**config.mk**
```make
export PLATFORM = sky130hd
export DESIGN_NAME = decimal_entry_assembler
export DESIGN_NICKNAME = d
export VERILOG_FILES = /design/src/rtl/decimal_pkg.sv /design/src/rtl/bcd_mac_step.sv /design/src/rtl/decimal_entry_assembler.sv
export SDC_FILE = /design/constraint.sdc
export NUM_CORES = 1
export LEC_CHECK = 0
export CAP_MARGIN = 20
export CORE_UTILIZATION = 40
export DETAILED_ROUTE_END_ITERATION = 7
export HOLD_SLACK_MARGIN = 0.05
export PLACE_DENSITY = 0.74
export SLEW_MARGIN = 10
export SYNTH_ARGS = -nofsm -noshare
export SYNTH_HDL_FRONTEND = slang
export SYNTH_SLANG_ARGS = --single-unit
```
**constraint.sdc**
```tcl
create_clock -name CLK -period 4.79 [get_ports CLK]
set_clock_uncertainty 0.2 [all_clocks]
set_input_delay 0.7185 -clock CLK [delete_from_list [all_inputs] [get_ports CLK]]
set_output_delay 0.7185 -clock CLK [all_outputs]
set_load 0.1 [all_outputs]
```
**src/rtl/decimal_pkg.sv**
```systemverilog
// Shared constants and state encoding for decimal entry and the scan-tube display path.
package decimal_pkg;

   localparam int              DEC_MAX_DIGITS = 3;
   localparam int              DEC_OUT_W      = 10;
   localparam logic [3:0]      BCD_MAX        = 4'd9;

   typedef enum logic [1:0] {
      ENTRY = 2'd0,
      CONV  = 2'd1,
      DONE  = 2'd2
   } dec_state_e;

   // Digit position 1 is the most recent entry; position 0 has no digit.
   function automatic logic [3:0] bcd_nibble(input logic [11:0] digits, input logic [1:0] pos);
      case (pos)
         2'd1:    return digits[3:0];
         2'd2:    return digits[7:4];
         2'd3:    return digits[11:8];
         default: return 4'h0;
      endcase
   endfunction

endpackage

```
**src/rtl/bcd_mac_step.sv**
```systemverilog
// One Horner step: next_acc = acc*10 + digit, built from shifts and adds only.
module bcd_mac_step
   import decimal_pkg::*;
#(
   parameter int OUT_W = DEC_OUT_W
) (
   input  logic [OUT_W-1:0] acc,
   input  logic [3:0]       digit,
   output logic [OUT_W-1:0] next_acc
);

   logic [OUT_W-1:0] acc_x8;
   logic [OUT_W-1:0] acc_x2;

   assign acc_x8   = acc << 3;
   assign acc_x2   = acc << 1;
   assign next_acc = acc_x8 + acc_x2 + {{(OUT_W-4){1'b0}}, digit};

endmodule

```
**src/rtl/decimal_entry_assembler.sv**
```systemverilog
// Collects up to three BCD digits and converts them to binary on commit.
// Optional DECIMAL_ENTRY_AUTO_COMMIT_EN: a full buffer starts conversion by itself.
module decimal_entry_assembler
   import decimal_pkg::*;
#(
   parameter int MAX_DIGITS = DEC_MAX_DIGITS,
   parameter int OUT_W      = DEC_OUT_W
) (
   input  logic             CLK,
   input  logic             RST_n,
   input  logic [3:0]       DigitIn,
   input  logic             DigitValid,
   input  logic             Backspace,
   input  logic             Clear,
   input  logic             Commit,
   output logic [11:0]      Digits,
   output logic [1:0]       Count,
   output logic             Busy,
   output logic             Err,
   output logic [OUT_W-1:0] Value,
   output logic             ValueValid
);

   localparam logic [1:0] FULL = 2'(MAX_DIGITS);

   dec_state_e       state_q, state_d;
   logic [11:0]      digits_q, digits_d;
   logic [1:0]       count_q, count_d;
   logic [1:0]       idx_q, idx_d;
   logic [OUT_W-1:0] acc_q, acc_d;
   logic [OUT_W-1:0] value_q, value_d;
   logic             value_valid_q, value_valid_d;
   logic             err_q, err_d;
   logic             busy_q, busy_d;
   logic             commit_eff;
   logic [OUT_W-1:0] next_acc;

`ifdef DECIMAL_ENTRY_AUTO_COMMIT_EN
   logic auto_q, auto_d;
   assign commit_eff = Commit | auto_q;
`else
   assign commit_eff = Commit;
`endif

   bcd_mac_step #(.OUT_W(OUT_W)) u_mac (
      .acc      (acc_q),
      .digit    (bcd_nibble(digits_q, idx_q)),
      .next_acc (next_acc)
   );

   always_comb begin
      // NOTE: every signal gets a default first so no path leaves one unassigned (no latches).
      state_d       = state_q;
      digits_d      = digits_q;
      count_d       = count_q;
      idx_d         = idx_q;
      acc_d         = acc_q;
      value_d       = value_q;
      value_valid_d = 1'b0;
      err_d         = 1'b0;
`ifdef DECIMAL_ENTRY_AUTO_COMMIT_EN
      auto_d        = 1'b0;
`endif
      case (state_q)
         ENTRY: begin
            if (Clear) begin
               digits_d = '0;
               count_d  = '0;
            end else if (Backspace) begin
               if (count_q != 2'd0) begin
                  digits_d = {4'h0, digits_q[11:4]};
                  count_d  = count_q - 2'd1;
               end
            end else if (commit_eff) begin
               acc_d   = '0;
               idx_d   = count_q;
               state_d = CONV;
            end else if (DigitValid) begin
               if (DigitIn > BCD_MAX || count_q == FULL) begin
                  err_d = 1'b1;
               end else begin
                  digits_d = {digits_q[7:0], DigitIn};
                  count_d  = count_q + 2'd1;
`ifdef DECIMAL_ENTRY_AUTO_COMMIT_EN
                  auto_d   = (count_q == FULL - 2'd1);
`endif
               end
            end
         end
         CONV: begin
            if (idx_q == 2'd0) begin
               value_d       = acc_q;
               value_valid_d = 1'b1;
               state_d       = DONE;
            end else begin
               acc_d = next_acc;
               idx_d = idx_q - 2'd1;
            end
         end
         DONE: begin
            digits_d = '0;
            count_d  = '0;
            state_d  = ENTRY;
         end
         default: state_d = ENTRY;
      endcase
      busy_d = (state_d != ENTRY);
   end

   // NOTE: state registers use non-blocking assignments so all flops update together at the edge.
   always_ff @(posedge CLK or negedge RST_n) begin
      if (!RST_n) begin
         state_q       <= ENTRY;
         digits_q      <= '0;
         count_q       <= '0;
         idx_q         <= '0;
         acc_q         <= '0;
         value_q       <= '0;
         value_valid_q <= 1'b0;
         err_q         <= 1'b0;
         busy_q        <= 1'b0;
      end else begin
         state_q       <= state_d;
         digits_q      <= digits_d;
         count_q       <= count_d;
         idx_q         <= idx_d;
         acc_q         <= acc_d;
         value_q       <= value_d;
         value_valid_q <= value_valid_d;
         err_q         <= err_d;
         busy_q        <= busy_d;
      end
   end

`ifdef DECIMAL_ENTRY_AUTO_COMMIT_EN
   always_ff @(posedge CLK or negedge RST_n) begin
      if (!RST_n) auto_q <= 1'b0;
      else        auto_q <= auto_d;
   end
`endif

   assign Digits     = digits_q;
   assign Count      = count_q;
   assign Busy       = busy_q;
   assign Err        = err_q;
   assign Value      = value_q;
   assign ValueValid = value_valid_q;

endmodule
```
; Word level (Yosys, flattened, before mapping)
; Cells that the tools add are included.
[word_totals]
ff_bits = 41
inputBits = 10
output_inout_bits = 27
wordCells = 77
[classes]
n_addsub = 5
magnitude_cmp = 1
n_eq_ne = 14
n_mux = 38
n_reduce_logical = 10
[ops]
columns = op, count
row1 = 2-to-1 mux 12 bit, 6
row2 = 2-to-1 mux 10 bit, 4
row3 = 2-to-1 mux 2 bit, 14
row4 = one-hot mux 12 bit (2 select lines), 1
row5 = one-hot mux 10 bit (2 select lines), 1
row6 = "inequality test 4 bit, second input constant", 4
row7 = one-hot mux 2 bit (2 select lines), 3
row8 = one-hot mux 4 bit (3 select lines), 1
row9 = adder 10 bit, 1
row10 = adder 10 x 4 -> 10 bit, 1
row11 = AND reduction 5 bit, 2
row12 = "equality test 2 bit, second input constant", 4
row13 = 2-to-1 mux 1 bit, 8
row14 = "inequality test 2 bit, second input constant", 4
row15 = nonzero test 2 bit, 4
row16 = "equality test 2 x 1 -> 1 bit, second input constant", 2
row17 = "> comparator 4 bit, second input constant", 1
row18 = zero test 2 bit, 2
row19 = "subtractor 2 x 1 -> 2 bit, second input constant", 2
row20 = "adder 2 x 1 -> 2 bit, second input constant", 1
row21 = AND reduction 2 bit, 1
row22 = logical OR 1 bit, 1

; Depth between registers and ports, before layout
[logic_depth]
depth_word = 8
ltp_mapped = 12
ltp_nobuf = 12

; Modules after synthesis
; Synthesis repeated with hierarchy kept, for this count alone.
[unflattened]
cells_unflattened = 228
hier_area_um2 = 2406.1
[by_module_without_submodules]
columns = module, n_inst, cells_per_inst, area_each_um2, seq_area_each_um2
row1 = decimal_entry_assembler, 1, 182, 2000.7, 1026.0
row2 = bcd_mac_step, 1, 46, 405.4, 0.0

; Worst setup path before layout
; No wires, ideal clock.
[synth_timing]
path_kind = register -> register
from = register digits_q[3], in the netlist Digits[3]
to = register acc_q[8]
t_arrival_ps = 3150
setup_slack_ps = 1319
path_stages_with_launch = 11
synth_period_minus_slack_ps = 3471
path_cell_list = dfrtp_1 a222oi_1 or2_2 fa_1 inv_1 fa_1 a21oi_1 o21ai_0 a21oi_1 xnor2_1 a22o_1
[synth_between]
elab_chain_cells = 4
[synth_lines]
columns = element, line_no
row1 = start: declaration, decimal_entry_assembler.sv:27  ; logic [11:0] digits_q, digits_d;
row2 = start signal: assignment, decimal_entry_assembler.sv:124  ; digits_q <= digits_d;
row3 = one-hot mux 4 bit (3 select lines), decimal_pkg.sv:16  ; case (pos)
row4 = adder 10 x 4 -> 10 bit, bcd_mac_step.sv:17  ; assign next_acc = acc_x8 + acc_x2 + {{(OUT_W-4){1'b0}}, digit};
row5 = 2-to-1 mux 10 bit, decimal_entry_assembler.sv:91  ; if (idx_q == 2'd0) begin
row6 = one-hot mux 10 bit (2 select lines), decimal_entry_assembler.sv:64  ; case (state_q)
row7 = end signal: assignment, decimal_entry_assembler.sv:117  ; acc_q <= '0;
row8 = end signal: assignment, decimal_entry_assembler.sv:127  ; acc_q <= acc_d;
row9 = end: declaration, decimal_entry_assembler.sv:30  ; logic [OUT_W-1:0] acc_q, acc_d;
; No other way between the ends. The select of a mux whose other input is x is not followed.
; A chain may end at the register's enable or synchronous reset.

; Worst setup path in the final report
[layout_timing]
from = register idx_q[0]
to = register acc_q[8]
[layout_between]
elab_chain_cells = 5
elab_cells_between_ends = 10
classes_between = add/sub: 1 / eq/ne: 4 / mux: 3 / reduce/logical: 2
[layout_lines]
columns = element, line_no
row1 = start: declaration, decimal_entry_assembler.sv:29  ; logic [1:0] idx_q, idx_d;
row2 = start signal: assignment, decimal_entry_assembler.sv:126  ; idx_q <= idx_d;
row3 = equality test 2 bit / equality test 2 x 1 -> 1 bit (equally long branches), decimal_pkg.sv:16
row4 = one-hot mux 4 bit (3 select lines), decimal_pkg.sv:16
row5 = adder 10 x 4 -> 10 bit, bcd_mac_step.sv:17
row6 = 2-to-1 mux 10 bit, decimal_entry_assembler.sv:91
row7 = one-hot mux 10 bit (2 select lines), decimal_entry_assembler.sv:64
; Parallel ways exist; a longest one is shown, timed or not. The select of a mux whose other input is x is not followed.

==> run metrics <==
period utilization 69.03%; Yosys Warn Count 0; Cells after DPL 300; clock sinks 41; grt met3 use 2.515%; Die Footprint 0.005829 mm²; drt pass-1 iters 4; Post-Route WL 4.503 mm; Hold Vio Cnt, Final 0; DR iter-0 viols 101; worst reg2reg path startpoint idx_q[0]; clock buffer depth 2; Syn Inst Count 198; CP max FO 7; number of setup buffers added after CTS 0; Mapped Area 0.002211 mm²; worst setup margin 1.483 ns; NetSw 0.7843 mW; CTS tree done; minimum clock period 3.307 ns; maximum capacitance violations 0; Syn Area/Cell 11.17 µm²; relative slew slack 34.64%; Power, Total 1.577 mW; Flop pwr share 31.8%; H-tree Lvls 2; met1 usage around a quarter; Setup-failing EPs final 0; CTS Buf Count 5; placed wire-length estimate 3.179 mm; syn nets ~230; EDFF count, synth 0; area grow syn2layout 23.77%; layout cells sized above 1 9.283%; worst hold margin between 0.2 and 0.3 ns; Core Box Area 0.005205 mm²; DP Worst Slack between 1.5 and 2 ns; Gate power share just over 50%; VDD IR max 0.0004418 V; HP Class reg2reg; Worst Setup SP idx_q[0]; first-pass GRT wire length about 7.6 mm; Initial Utilization 42.48%; worst hold path startpoint Value[2]; TNS Setup 0 ns; I/O Buffers 36; Synth cell types 39; asr flop ratio synth 100.0%; die height 76.35 µm; WS Path Type reg2reg; nature of the critical path startpoint flip-flop; slowest cell delay on critical path 0.48 ns; slew of the pin with the lowest slew margin 0.9773 ns; I/O Pins 37; cell leakage power roughly 1.3 nW; FF-to-FF setup slack ~1.5 ns; pwr dens about 580 mW/mm²; achievable frequency 0.3024 GHz; Crit path required time 4.76 ns; fin cells around 310; RSZ-0062 raised after global routing false; Seq/Total Area, Yosys ~46%; Vias per Instance approximately 5.4; switch share between 40 and 50%; number of synthesized register bits 41; internal power just under 0.8 mW; Layout fillers ~460; Residual DRC 0; post-cts resize count 0; root buffer cell clkbuf_8; largest net degree at the start of global routing 42; Site Rows 26; Clk Latency, worst-skew pair 0.29 ns; worst path cell trace inv_1, ha_1, or2_2, fa_1, inv_1, fa_1, a21oi_1, o21ai_0, a21oi_1, xnor2_1, a22o_1; clock network power share 16.8%; die width between 70 and 80 µm; wire per inst about 15 µm; Worst-path clk slew ~0.08 ns; initial antenna violation count 0; WP data arrival 3.28 ns; Critical Path Slowest Stage Cell fa_1; GPL Wtd Cong approximately 0.84; vias in the first global route between 1.5k and 2k; Global Route Usage Sum 16.31%; hold_buf cts 0; grt ovf 0; ant diodes 0; ANT nets after route 0; Final Max Slew Viols 0; grt met2 use 24.41%; status finished clean; crit end category flip-flop; fin nets about 270; busiest grt layer met2; via count around 1.7k; crit-path leading delay family adder cells; Buf/Inv on CP 2; Main synth FF type dfrtp_1
cell families after synthesis:
| kind of cell | after synthesis | synth area share, % |
|---|---|---|
| compound gates | 50 | 16.36 |
| xor+xnor | 9 | 3.566 |
| fa+ha+maj | 20 | 12.00 |
| buf+inv | 15 | 2.999 |
| flops | 41 | 46.41 |
| mux | 18 | 8.602 |
| simple gates | 45 | 10.07 |
layout by cell type, fill, tap and decap left out, types with 2 or more instances in the layout:
| cell | count |
|---|---|
| nor2b_1 | 3 |
| ha_1 | 18 |
| xor2_1 | 3 |
| nor2_1 | 12 |
| mux2i_1 | 10 |
| nor4_1 | 2 |
| xnor2_1 | 6 |
| fa_1 | 2 |
| o21bai_1 | 2 |
| a22o_1 | 9 |
| clkbuf_8 | 5 |
| mux2_2 | 8 |
| a21oi_1 | 10 |
| a211oi_1 | 2 |
| nand2_1 | 14 |
| inv_1 | 10 |
| o2bb2ai_1 | 8 |
| or2_2 | 2 |
| dfrtp_1 | 41 |
| o21ai_0 | 10 |
| a222oi_1 | 4 |
| nand3_1 | 3 |
| clkdlybuf4s50_1 | 35 |
cell usage after synthesis (all sizes together) (4+ instances only):
library cell	instances	share of area, %
ha	18	10
nor2	12	2.0
a222oi	4	1.8
o21ai	12	2.9
a21oi	10	2.3
mux2	8	4.1
dfrtp	41	46
xnor2	6	2.4
a22o	9	3.6
inv	10	1.7
o2bb2ai	8	3.2
mux2i	10	4.5
nand2	14	2.4
buf	4	1.1
through the flow:
step                      utilization, %  cell area, µm²
after floorplan                        -            2211
after global placement             50.58            2633
after detailed placement           50.58            2633
after CTS                          52.57            2736
after global routing               52.57            2736
final                              52.57            2736
sequential cells by signal (all words and copies together), names as in the netlist:
name and count:
Digits 12, acc_q 10, Busy 1, idx_q 2, ValueValid 1, state_q 2, Value 10, Err 1
Count 2
worst paths after layout:
kind | endpoint | cells past startpoint
max | acc_q[8] | 11
min | Value[2] | 2
max reg2reg | acc_q[8] | 11
min reg2reg | Value[2] | 2
max in group asynchronous | acc_q[7] | 1
min in group asynchronous | Digits[10] | 1
power by group through the flow:
stage | logic, mW | registers, mW | clock network (mW)
5_1_grt | 0.852 | 0.517 | 0.284
2_1_floorplan | 0.276 | 0.849 | 0
3_3_place_gp | 0.797 | 0.507 | 0
3_5_place_dp | 0.803 | 0.507 | 0
4_1_cts | 0.811 | 0.501 | 0.271
6_report | 0.810 | 0.502 | 0.265
per-layer routing:
layer,vias up,wire (µm)
met1,802,2285
met2,57,1963
met5,-,0
met3,2,221
met4,0,34
li1,800,-
worst register-to-register path: stages, from the launching register on:
cell     delay (ns)
dfrtp_1        0.44
inv_1          0.11
ha_1           0.30
or2_2          0.33
fa_1           0.48
inv_1          0.07
fa_1           0.48
a21oi_1        0.21
o21ai_0        0.11
a21oi_1        0.18
xnor2_1        0.08
a22o_1         0.20
layout make-up:
class                           count  area (µm²)  area share [%]
Multi-Input combinational cell    142        1119           40.88
Sequential cell                    41        1026           37.49
Timing Repair Buffer               37       362.8           13.26
Tap cell                           70       87.58           3.201
Clock buffer                        5       68.82           2.515
Inverter                           10       37.54           1.372
Clock inverter                      2       35.03           1.280
Power figures use the tool's default switching activity.
